## src/rtl/axil_req_arbiter.sv

```systemverilog
// axil_req_arbiter
//
// Round-robin scheduler that funnels up to NUM_REQ simple register-style
// requesters onto one AXI-Lite master port. One transaction is in flight at a
// time; the granted requester receives a single-cycle completion pulse that
// carries the read data and an error flag.
//
// Ports
//   clk_i, rst_i           clock, synchronous active-high reset
//   req_valid_i[NUM_REQ]   request valid, held until the matching rsp_ready_o
//   req_write_i[NUM_REQ]   1 = write, 0 = read
//   req_addr_i/wdata_i/wstrb_i  packed per-requester fields, requester i at slice i
//   rsp_ready_o[NUM_REQ]   one-hot completion pulse
//   rsp_error_o            response was not OKAY (valid with rsp_ready_o)
//   rsp_rdata_o            read data, 0 for writes (valid with rsp_ready_o)
//   aw_* / w_* / b_*       AXI-Lite write address, write data, write response
//   ar_* / r_*             AXI-Lite read address, read data
//   busy_o                 high whenever a transaction is in progress
//   grant_idx_o            index of the current / most recent grant
module axil_req_arbiter #(
  parameter int NUM_REQ        = 4,
  parameter int AXI_ADDR_WIDTH = 32,
  parameter int AXI_DATA_WIDTH = 32,
  localparam int STRB_WIDTH    = AXI_DATA_WIDTH / 8,
  localparam int IDX_W         = (NUM_REQ > 1) ? $clog2(NUM_REQ) : 1
) (
  input  logic                                clk_i,
  input  logic                                rst_i,
  input  logic [NUM_REQ-1:0]                  req_valid_i,
  input  logic [NUM_REQ-1:0]                  req_write_i,
  input  logic [NUM_REQ*AXI_ADDR_WIDTH-1:0]   req_addr_i,
  input  logic [NUM_REQ*AXI_DATA_WIDTH-1:0]   req_wdata_i,
  input  logic [NUM_REQ*STRB_WIDTH-1:0]       req_wstrb_i,
  output logic [NUM_REQ-1:0]                  rsp_ready_o,
  output logic                                rsp_error_o,
  output logic [AXI_DATA_WIDTH-1:0]           rsp_rdata_o,
  output logic [AXI_ADDR_WIDTH-1:0]           aw_addr_o,
  output logic [2:0]                          aw_prot_o,
  output logic                                aw_valid_o,
  input  logic                                aw_ready_i,
  output logic [AXI_DATA_WIDTH-1:0]           w_data_o,
  output logic [STRB_WIDTH-1:0]               w_strb_o,
  output logic                                w_valid_o,
  input  logic                                w_ready_i,
  input  logic [1:0]                          b_resp_i,
  input  logic                                b_valid_i,
  output logic                                b_ready_o,
  output logic [AXI_ADDR_WIDTH-1:0]           ar_addr_o,
  output logic [2:0]                          ar_prot_o,
  output logic                                ar_valid_o,
  input  logic                                ar_ready_i,
  input  logic [AXI_DATA_WIDTH-1:0]           r_data_i,
  input  logic [1:0]                          r_resp_i,
  input  logic                                r_valid_i,
  output logic                                r_ready_o,
  output logic                                busy_o,
  output logic [IDX_W-1:0]                    grant_idx_o
);

  typedef enum logic [2:0] {
    ST_IDLE         = 3'd0,
    ST_WR_ADDR_DATA = 3'd1,
    ST_WAIT_B       = 3'd2,
    ST_RD_ADDR      = 3'd3,
    ST_WAIT_R       = 3'd4,
    ST_RESP         = 3'd5
  } state_e;

  // Control state (reset)
  state_e                    state_q, state_d;
  logic [IDX_W-1:0]          rr_ptr_q, rr_ptr_d;
  logic [IDX_W-1:0]          grant_q, grant_d;
  logic                      aw_sent_q, aw_sent_d;
  logic                      w_sent_q, w_sent_d;

  // Transaction data (not reset; only observed through state-gated outputs)
  logic [AXI_ADDR_WIDTH-1:0] addr_q;
  logic [AXI_DATA_WIDTH-1:0] wdata_q;
  logic [STRB_WIDTH-1:0]     wstrb_q;
  logic                      err_q, err_d;
  logic [AXI_DATA_WIDTH-1:0] rdata_q, rdata_d;
  logic                      load_req;
  logic                      load_rsp;

  // Arbitration results
  logic                      pick_found;
  logic [IDX_W-1:0]          pick_idx;
  logic [IDX_W-1:0]          cand_idx;
  int                        cand;
  logic                      sel_write;
  logic [AXI_ADDR_WIDTH-1:0] sel_addr;
  logic [AXI_DATA_WIDTH-1:0] sel_wdata;
  logic [STRB_WIDTH-1:0]     sel_wstrb;
  logic [IDX_W-1:0]          next_ptr;

  // Internal copies of the state-decoded handshake signals
  logic                      aw_vld;
  logic                      w_vld;
  logic                      ar_vld;

  // Round-robin search: first valid requester at or after rr_ptr, wrapping.
  always_comb begin
    pick_found = 1'b0;
    pick_idx   = '0;
    cand       = 0;
    cand_idx   = '0;
    for (int i = 0; i < NUM_REQ; i++) begin
      cand     = (int'(rr_ptr_q) + i) % NUM_REQ;
      cand_idx = IDX_W'(cand);
      if (!pick_found && req_valid_i[cand_idx]) begin
        pick_found = 1'b1;
        pick_idx   = cand_idx;
      end
    end
  end

  // Field mux for the winning requester (constant slice bounds per index).
  always_comb begin
    sel_write = 1'b0;
    sel_addr  = '0;
    sel_wdata = '0;
    sel_wstrb = '0;
    for (int i = 0; i < NUM_REQ; i++) begin
      if (IDX_W'(i) == pick_idx) begin
        sel_write = req_write_i[i];
        sel_addr  = req_addr_i[i*AXI_ADDR_WIDTH +: AXI_ADDR_WIDTH];
        sel_wdata = req_wdata_i[i*AXI_DATA_WIDTH +: AXI_DATA_WIDTH];
        sel_wstrb = req_wstrb_i[i*STRB_WIDTH +: STRB_WIDTH];
      end
    end
  end

  assign next_ptr = (pick_idx == IDX_W'(NUM_REQ - 1)) ? '0 : pick_idx + IDX_W'(1);

  // Handshake outputs are pure decodes of registered state.
  assign aw_vld = (state_q == ST_WR_ADDR_DATA) && !aw_sent_q;
  assign w_vld  = (state_q == ST_WR_ADDR_DATA) && !w_sent_q;
  assign ar_vld = (state_q == ST_RD_ADDR);

  // Next-state logic
  always_comb begin
    state_d   = state_q;
    rr_ptr_d  = rr_ptr_q;
    grant_d   = grant_q;
    aw_sent_d = aw_sent_q;
    w_sent_d  = w_sent_q;
    err_d     = err_q;
    rdata_d   = rdata_q;
    load_req  = 1'b0;
    load_rsp  = 1'b0;

    case (state_q)
      ST_IDLE: begin
        if (pick_found) begin
          load_req  = 1'b1;
          grant_d   = pick_idx;
          rr_ptr_d  = next_ptr;
          aw_sent_d = 1'b0;
          w_sent_d  = 1'b0;
          state_d   = sel_write ? ST_WR_ADDR_DATA : ST_RD_ADDR;
        end
      end

      ST_WR_ADDR_DATA: begin
        // AW and W complete independently, in either order or together.
        aw_sent_d = aw_sent_q | (aw_vld & aw_ready_i);
        w_sent_d  = w_sent_q  | (w_vld  & w_ready_i);
        if (aw_sent_d && w_sent_d) begin
          aw_sent_d = 1'b0;
          w_sent_d  = 1'b0;
          state_d   = ST_WAIT_B;
        end
      end

      ST_WAIT_B: begin
        if (b_valid_i) begin
          load_rsp = 1'b1;
          err_d    = (b_resp_i != 2'b00);
          rdata_d  = '0;
          state_d  = ST_RESP;
        end
      end

      ST_RD_ADDR: begin
        if (ar_ready_i) begin
          state_d = ST_WAIT_R;
        end
      end

      ST_WAIT_R: begin
        if (r_valid_i) begin
          load_rsp = 1'b1;
          err_d    = (r_resp_i != 2'b00);
          rdata_d  = r_data_i;
          state_d  = ST_RESP;
        end
      end

      ST_RESP: begin
        state_d = ST_IDLE;
      end

      default: begin
        state_d   = ST_IDLE;
        aw_sent_d = 1'b0;
        w_sent_d  = 1'b0;
      end
    endcase
  end

  // Control registers
  always_ff @(posedge clk_i) begin
    if (rst_i) begin
      state_q   <= ST_IDLE;
      rr_ptr_q  <= '0;
      grant_q   <= '0;
      aw_sent_q <= 1'b0;
      w_sent_q  <= 1'b0;
    end else begin
      state_q   <= state_d;
      rr_ptr_q  <= rr_ptr_d;
      grant_q   <= grant_d;
      aw_sent_q <= aw_sent_d;
      w_sent_q  <= w_sent_d;
    end
  end

  // Transaction data registers
  always_ff @(posedge clk_i) begin
    if (load_req) begin
      addr_q  <= sel_addr;
      wdata_q <= sel_wdata;
      wstrb_q <= sel_wstrb;
    end
    if (load_rsp) begin
      err_q   <= err_d;
      rdata_q <= rdata_d;
    end
  end

  // Output decodes; payloads are forced to 0 whenever their valid is low.
  assign aw_valid_o  = aw_vld;
  assign w_valid_o   = w_vld;
  assign ar_valid_o  = ar_vld;
  assign b_ready_o   = (state_q == ST_WAIT_B);
  assign r_ready_o   = (state_q == ST_WAIT_R);
  assign aw_addr_o   = aw_vld ? addr_q  : '0;
  assign ar_addr_o   = ar_vld ? addr_q  : '0;
  assign w_data_o    = w_vld  ? wdata_q : '0;
  assign w_strb_o    = w_vld  ? wstrb_q : '0;
  assign aw_prot_o   = 3'b000;
  assign ar_prot_o   = 3'b000;
  assign busy_o      = (state_q != ST_IDLE);
  assign grant_idx_o = grant_q;
  assign rsp_error_o = (state_q == ST_RESP) && err_q;
  assign rsp_rdata_o = (state_q == ST_RESP) ? rdata_q : '0;

  always_comb begin
    rsp_ready_o = '0;
    if (state_q == ST_RESP) begin
      rsp_ready_o[grant_q] = 1'b1;
    end
  end

endmodule
```

## config.mk

```make
export PLATFORM = sky130hd
export DESIGN_NAME = axil_req_arbiter
export DESIGN_NICKNAME = d
export VERILOG_FILES = /design/src/rtl/axil_req_arbiter.sv
export SDC_FILE = /design/constraint.sdc
export NUM_CORES = 1
export LEC_CHECK = 0
export CAP_MARGIN = 5
export CORE_AREA = 2 2 183 185
export DETAILED_ROUTE_END_ITERATION = 12
export DIE_AREA = 0 0 185 187
export PLACE_DENSITY = 0.65
export SLEW_MARGIN = 20
export SYNTH_ARGS = -nofsm -noshare
export SYNTH_HDL_FRONTEND = slang
export SYNTH_SLANG_ARGS = --single-unit
```

## constraint.sdc

```tcl
create_clock -name clk_i -period 3.1 [get_ports clk_i]
set_clock_uncertainty 0.1 [all_clocks]
set_input_delay 0.31 -clock clk_i [delete_from_list [all_inputs] [get_ports clk_i]]
set_output_delay 0.31 -clock clk_i [all_outputs]
set_load 0.005 [all_outputs]
```

==> results.py, run 1 <==
metrics = {
    "layout": {
        "regArea_um2": 3217,
        "layout-drive-gt1-share_pct": 5.153,
        "n_fill_cell": 3275,
        "multi_input_area_um2": 3475,
        "n_antenna_cell": 0,
        "final-instance-count-excl-fill": 1593,
        "syn_to_final_growth_pct": 79.10,
        "num-nets-final": 1467,
    },
    "floorplanning": {
        "dieArea_um2": 34600,
        "die_x_um": 185,
        "row_count": 67,
        "core_area_um2": 32860,
        "die_h_um": 187,
        "io_pins": 474,
        "start_util_pct": 21.33,
    },
    "clock_network": {
        "numCtsBuffers": 9,
        "cts_tree": "yes",
        "cts_buffer_depth": 2,
        "ctsHoldBuffers": 0,
        "cts.sink_count": 110,
        "cts_root_buf": "clkbuf_16",
        "cts.clk_slew.worst_paths_ns": 0.08,
        "post_cts_buffers": 0,
        "clk_latency_ns": 0.36,
        "htree_levels": 3,
    },
    "critical_path": {
        "path_buf_inv": 3,
        "crit_chain": "inv_1 > nor3_4 > buf_4 > and2_1 > clkdlybuf4s50_1",
        "crit_fanout": 31,
        "cp_slowest_cell": "clkdlybuf4s50_1",
        "cpLargestDelayFamily": "buffers and inverters",
        "crit_path_max_incr_delay_ns": 0.50,
        "critical_path_required_ns": 2.69,
        "critPathLaunchType": "register",
        "crit_type": "reg2out",
        "end_kind": "output port",
        "crit_arrival_ns": 2.42,
    },
    "place": {
        "portBuffers": 467,
        "place_congestion": 0.9170,
        "dpl.hpwl_um": 22570,
        "dp.cells": 1577,
    },
    "detailed_routing": {
        "via_count": 7277,
        "drc": 0,
        "drt_iter0_drc": 349,
        "wl_per_cell_um": 18.40,
        "first_pass_iters": 4,
        "vias_per_cell": 4.568,
        "ant_nets": 0,
        "wl_um": 29310,
    },
    "yosys": {
        "ys_ff_latch": 110,
        "synth_top_area_share_pct": 43.27,
        "synth_area_per_cell_um2": 9.858,
        "synth_area_um2": 7009,
        "yosysTopAreaCell": "edfxtp_1",
        "yosys_warnings": 0,
        "synthCells": 711,
        "ys_top_cells_by_area": "edfxtp_1 (43%), and2_1 (12%), a221oi_1 (8.5%)",
        "synth-edff-count": 101,
        "async_flop_share_pct": 0,
        "seq_area_frac_synth_pct": 45.84,
        "ys.flop_type": "edfxtp_1",
        "synth.distinct_cells": 51,
    },
    "power": {
        "peakVddDrop_mv": 0.4446,
        "powerDensity_nw_per_um2": 711.6,
        "total_leakage_power_nw": 4.394,
        "power_w": 0.008933,
    },
    "sta": {
        "period_needed_ns": 2.833,
        "fmax_ghz": 0.3529,
        "fin_setup_tns_ns": 0,
        "relSlewSlack_pct": 52.76,
        "hold_violations": 0,
        "fin_crit_sh_pct": 91.40,
        "tightest_slew_ns": 0.7028,
        "slew_violations": 0,
        "setup_viol": 0,
        "rsz0062_at_grt": "false",
    },
    "global_routing": {
        "antenna_found_initial": 1,
        "grt.total_usage_pct": 16.21,
        "grt_overflow": 0,
        "grt_pass1_wl_um": 42940,
        "grt_max_degree": 81,
        "grt_pass1_vias": 7183,
    },
    "outcome": {
        "status": "completed",
    },
    "job": {
        "drv_cap": 0,
    },
    "min_path": {
        "hold_class": "reg2reg",
    },
}
==> metrics by stage <==
step	worst slack, ns	hold WS (ns)	area, um^2	util [%]
finish	0.2666	0.4394	12550	38.20
global route	0.07124	0.4641	12550	38.20
floorplan	0.5532	0.3892	7028	-
global placement	0.02405	0.4207	12250	37.28
detailed placement	-0.01476	0.4279	12250	37.28
CTS	0.09643	0.4391	12550	38.20
==> final cells by class <==
type,instances,share of cell area [%]
multi-input combinational,522,27.68
sequential,110,25.63
tap,448,4.465
clock inverter,7,0.5881
clock buffer,9,1.794
inverter,6,0.1794
timing repair buffer,491,39.67
==> cells in the mapped netlist, types with 5 or more instances <==
master,count
nor2b_1,69
a221oi_1,68
nor2_1,9
o31ai_1,67
inv_1,5
nand2_1,72
and3_1,33
and2_1,136
a21oi_1,12
edfxtp_1,101
clkbuf_1,53
buf_4,11
buf_2,12
dfxtp_1,9
==> cell families (layout without fill, tap and decap cells) <==
kind of cell,count (synthesis),after routing,synth area share (%)
other,1,6,0.05350
flip-flops,110,110,45.84
adder cells (fa/ha/maj),4,4,0.7141
multiplexers,2,2,0.3570
AND/OR/NAND/NOR,343,343,28.72
AO/OA/AOI/OAI,167,167,18.80
buffers and inverters,84,513,5.516
==> worst paths after layout <==
| check | startpoint | cells after the start | slack, ns | to |
|---|---|---|---|---|
| worst max-delay path | state_q[0] | 5 | 0.27 | rsp_rdata_o[31] |
| worst min register to register | rr_ptr_q[0] | 2 | 0.44 | rr_ptr_q[0] |
| worst max register to register | rr_ptr_q[1] | 9 | 0.38 | addr_q[7] |
| worst min-delay path | rr_ptr_q[0] | 2 | 0.44 | rr_ptr_q[0] |
==> per-layer routing <==
layer  vias up  wire (um)  GRT usage, %
li1       3463          -             -
met1      3448      11880         19.39
met2       333      14700         29.07
met3        31       2138         3.602
met4         2        583         4.243
met5         -         13             0
==> cell usage in the layout, fill, tap and decap left out, types with 9 or more instances in the layout <==
cell type,instances
and3_1,33
a21oi_1,12
nor2b_1,67
buf_4,14
and2_1,136
o31ai_1,67
edfxtp_1,101
a221oi_1,68
clkdlybuf4s50_1,467
nand2_1,72
clkbuf_16,9
nor2_1,9
buf_12,10
==> power breakdown <==
part / internal [W] / leakage (nW) / total, W / switching [W]
logic: 0.00238 / 3.18 / 0.00479 / 0.00242
clock network: 0.000575 / 0.147 / 0.00122 / 0.000650
registers: 0.00261 / 1.07 / 0.00291 / 0.000304
==> repair_timing <==
| action | 4_1_cts | 5_1_grt |
|---|---|---|
| resized for setup | 1 | 1 |
| endpoints found under the setup margin | 1 | 1 |
| pin swaps | 0 | 0 |
==> worst reg2reg max path, stage by stage (launching register included) <==
cell	delay, ns
dfxtp_1	0.49
mux2i_1	0.22
nor2_1	0.05
or3_4	0.43
inv_1	0.10
ha_2	0.28
nor2b_4	0.07
buf_4	0.26
a221oi_1	0.37
o31ai_1	0.10
==> registers in the layout, indices dropped and copies added, names as in the netlist <==
register,cells
rdata_q,32
err_q,1
wdata_q,32
grant_idx_o,2
addr_q,32
rr_ptr_q,2
w_sent_q,1
state_q,3
aw_sent_q,1
wstrb_q,4
No activity file was read; power rests on OpenSTA's default activity.
==> run 2, diff against run 1 <==
--- a/config.mk
+++ b/config.mk
@@ -7,8 +7,10 @@
 export LEC_CHECK = 0
 export CAP_MARGIN = 5
 export CORE_AREA = 2 2 183 185
+export CTS_CLUSTER_DIAMETER = 150
 export DETAILED_ROUTE_END_ITERATION = 12
 export DIE_AREA = 0 0 185 187
+export MAX_ROUTING_LAYER = met4
 export PLACE_DENSITY = 0.65
 export SLEW_MARGIN = 20
 export SYNTH_ARGS = -nofsm -noshare
==> constraint.sdc (replaced) <==
create_clock -name clk_i -period 3.1 [get_ports clk_i]
set_clock_uncertainty 0.1 [all_clocks]
set_input_delay 0.31 -clock clk_i [delete_from_list [all_inputs] [get_ports clk_i]]
set_output_delay 0.31 -clock clk_i [all_outputs]
set_load 0.02 [all_outputs]
==> run 2 against run 1 <==
Net effect:
- sequential power barely moved
- utilization rose by 0.080 points
- wire length rose by 0.44%
- setup slack got worse by 0.058 ns
- highest routed layer is now met4
- critical path depth rose by 4
- fmax fell by 2.0%
- count of clock-buffer cells in the layout did not move
==> results.py, run 2 (synthesis gave the netlist of run 1 again) <==
metrics = {
    "floorplanning": {
        "die_h_um": 187,
        "start_util_pct": 21.33,
        "dieArea_um2": 34600,
        "io_pins": 474,
        "die_x_um": 185,
        "row_count": 67,
        "core_area_um2": 32860,
    },
    "layout": {
        "final_common_cell": "clkdlybuf4s50_1",
        "final_cell_mix": "clkdlybuf4s50_1 (467), and2_1 (136), edfxtp_1 (101)",
        "n_antenna_cell": 0,
        "layout-drive-gt1-share_pct": 5.396,
        "num-nets-final": 1471,
        "reg.largest.list": "addr_q: 32 flops, rdata_q: 32 flops, wdata_q: 32 flops",
        "syn_to_final_growth_pct": 79.47,
    },
    "global_routing": {
        "grt_pass1_vias": 7165,
        "grt_use_met2_pct": 28.82,
        "antenna_found_initial": 0,
        "met3_usage_pct": 3.290,
        "grt_overflow": 0,
        "grt_pass1_wl_um": 42540,
        "grt_busiest_layer": "met2",
        "grt_max_degree": 81,
        "met1_usage_pct": 19.56,
        "grt.total_usage_pct": 16.73,
    },
    "sta": {
        "holdWs_ns": 0.4345,
        "setup_viol": 0,
        "hold_violations": 0,
        "tightest_slew_ns": 0.7657,
        "worst_slack_ns": 0.2083,
        "rsz0062_at_grt": "false",
        "period_needed_ns": 2.892,
        "fin_crit_sh_pct": 93.28,
        "fmax_ghz": 0.3458,
        "slew_violations": 0,
        "relSlewSlack_pct": 48.84,
    },
    "detailed_routing": {
        "vias_per_cell": 4.540,
        "ant_nets": 0,
        "wl_per_cell_um": 18.43,
        "drt_iter0_drc": 281,
        "via_count": 7250,
        "first_pass_iters": 5,
        "drc": 0,
        "wl_um": 29440,
    },
    "place": {
        "place_congestion": 0.9180,
        "dpl.hpwl_um": 22710,
        "portBuffers": 467,
        "dp_slack_ns": -0.1739,
    },
    "critical_path": {
        "regToRegSetupSlack_ns": 0.27,
        "end_kind": "register",
        "critical_path_required_ns": 3.16,
        "r2r_start": "rr_ptr_q[1]",
        "worstRegToRegCells": 8,
        "crit_arrival_ns": 2.95,
        "critPathLaunchType": "input port",
        "worstReg2RegEnd": "wdata_q[2]",
        "crit_fanout": 40,
        "crit_start": "req_valid_i[0]",
        "endpoint": "wdata_q[2]",
        "crit_type": "in2reg",
    },
    "power": {
        "power_w": 0.009509,
        "total_leakage_power_nw": 4.413,
        "peakVddDrop_mv": 0.3234,
        "powerDensity_nw_per_um2": 755.9,
    },
    "clock_network": {
        "cts_root_buf": "clkbuf_16",
        "htree_levels": 3,
        "ctsHoldBuffers": 0,
        "cts.clk_slew.worst_paths_ns": 0.08,
        "cts_buffer_depth": 2,
        "numCtsBuffers": 9,
        "clk_latency_ns": 0.36,
        "cts_resized": 0,
        "post_cts_buffers": 0,
        "cts_tree": "yes",
        "cts.sink_count": 110,
    },
    "min_path": {
        "worstHoldStart": "rr_ptr_q[0]",
        "hold_class": "reg2reg",
    },
    "job": {
        "drv_cap": 0,
    },
    "outcome": {
        "status": "completed",
    },
}
## run 2: cell types whose count changed in the layout (fill, tap and decap cells not counted)
| cell | change |
|---|---|
| dfxtp_1 | +1 |
| buf_4 | +6 |
| clkinv_8 | +2 |
| clkinv_4 | -3 |
| buf_12 | -2 |
| inv_12 | +1 |
| dfxtp_2 | -1 |
## run 2: worst max-delay path: stages
cell,delay (ns)
clkdlybuf4s50_1,0.52
a21oi_1,0.08
o21a_1,0.18
o22ai_1,0.25
ha_1,0.23
nor2b_4,0.65
buf_12,0.31
a221oi_1,0.12
o31ai_1,0.28
## run 2: power breakdown
group          total, W  switching [W]  internal, W
Combinational   0.00534        0.00296      0.00238
Sequential      0.00289       0.000277      0.00261
Clock           0.00128       0.000686     0.000595
Total           0.00951        0.00392      0.00559
## run 2: worst min-delay path by stage
stage,endpoint,slack (ns),cells past startpoint
global route,rr_ptr_q[0],0.47,2
finish,rr_ptr_q[0],0.43,2
CTS,rr_ptr_q[0],0.44,2
detailed placement,rr_ptr_q[0],0.43,2
floorplan,rr_ptr_q[0],0.39,2
global placement,rr_ptr_q[0],0.42,2
## run 2: through the flow
| stage | instance area, um^2 | cells | util (%) | setup TNS [ns] |
|---|---|---|---|---|
| 6_report | 12580 | 1597 | 38.28 | 0 |
| 5_1_grt | 12580 | 1597 | 38.28 | 0 |
| 4_1_cts | 12580 | 1597 | 38.28 | 0 |
| 3_5_place_dp | 12260 | 1581 | 37.30 | -5.237 |
| 3_3_place_gp | 12260 | 1581 | 37.30 | -2.080 |
| 2_1_floorplan | 7028 | 716 | - | 0 |
## run 2: routing by layer
layer  vias up  share of wire, %
li1       3466                 -
met1      3419                40
met2       330                50
met3        35               7.1
met4         0               2.4
met5         -                 0
## run 2: area by class of cell
| class | count | area [um^2] |
|---|---|---|
| inverter | 6 | 22.52 |
| timing repair buffer | 495 | 4985 |
| sequential | 110 | 3216 |
| fill | 3341 | 20280 |
| tap | 448 | 560.5 |
| clock inverter | 7 | 96.34 |
| clock buffer | 9 | 225.2 |
| multi-input combinational | 522 | 3475 |
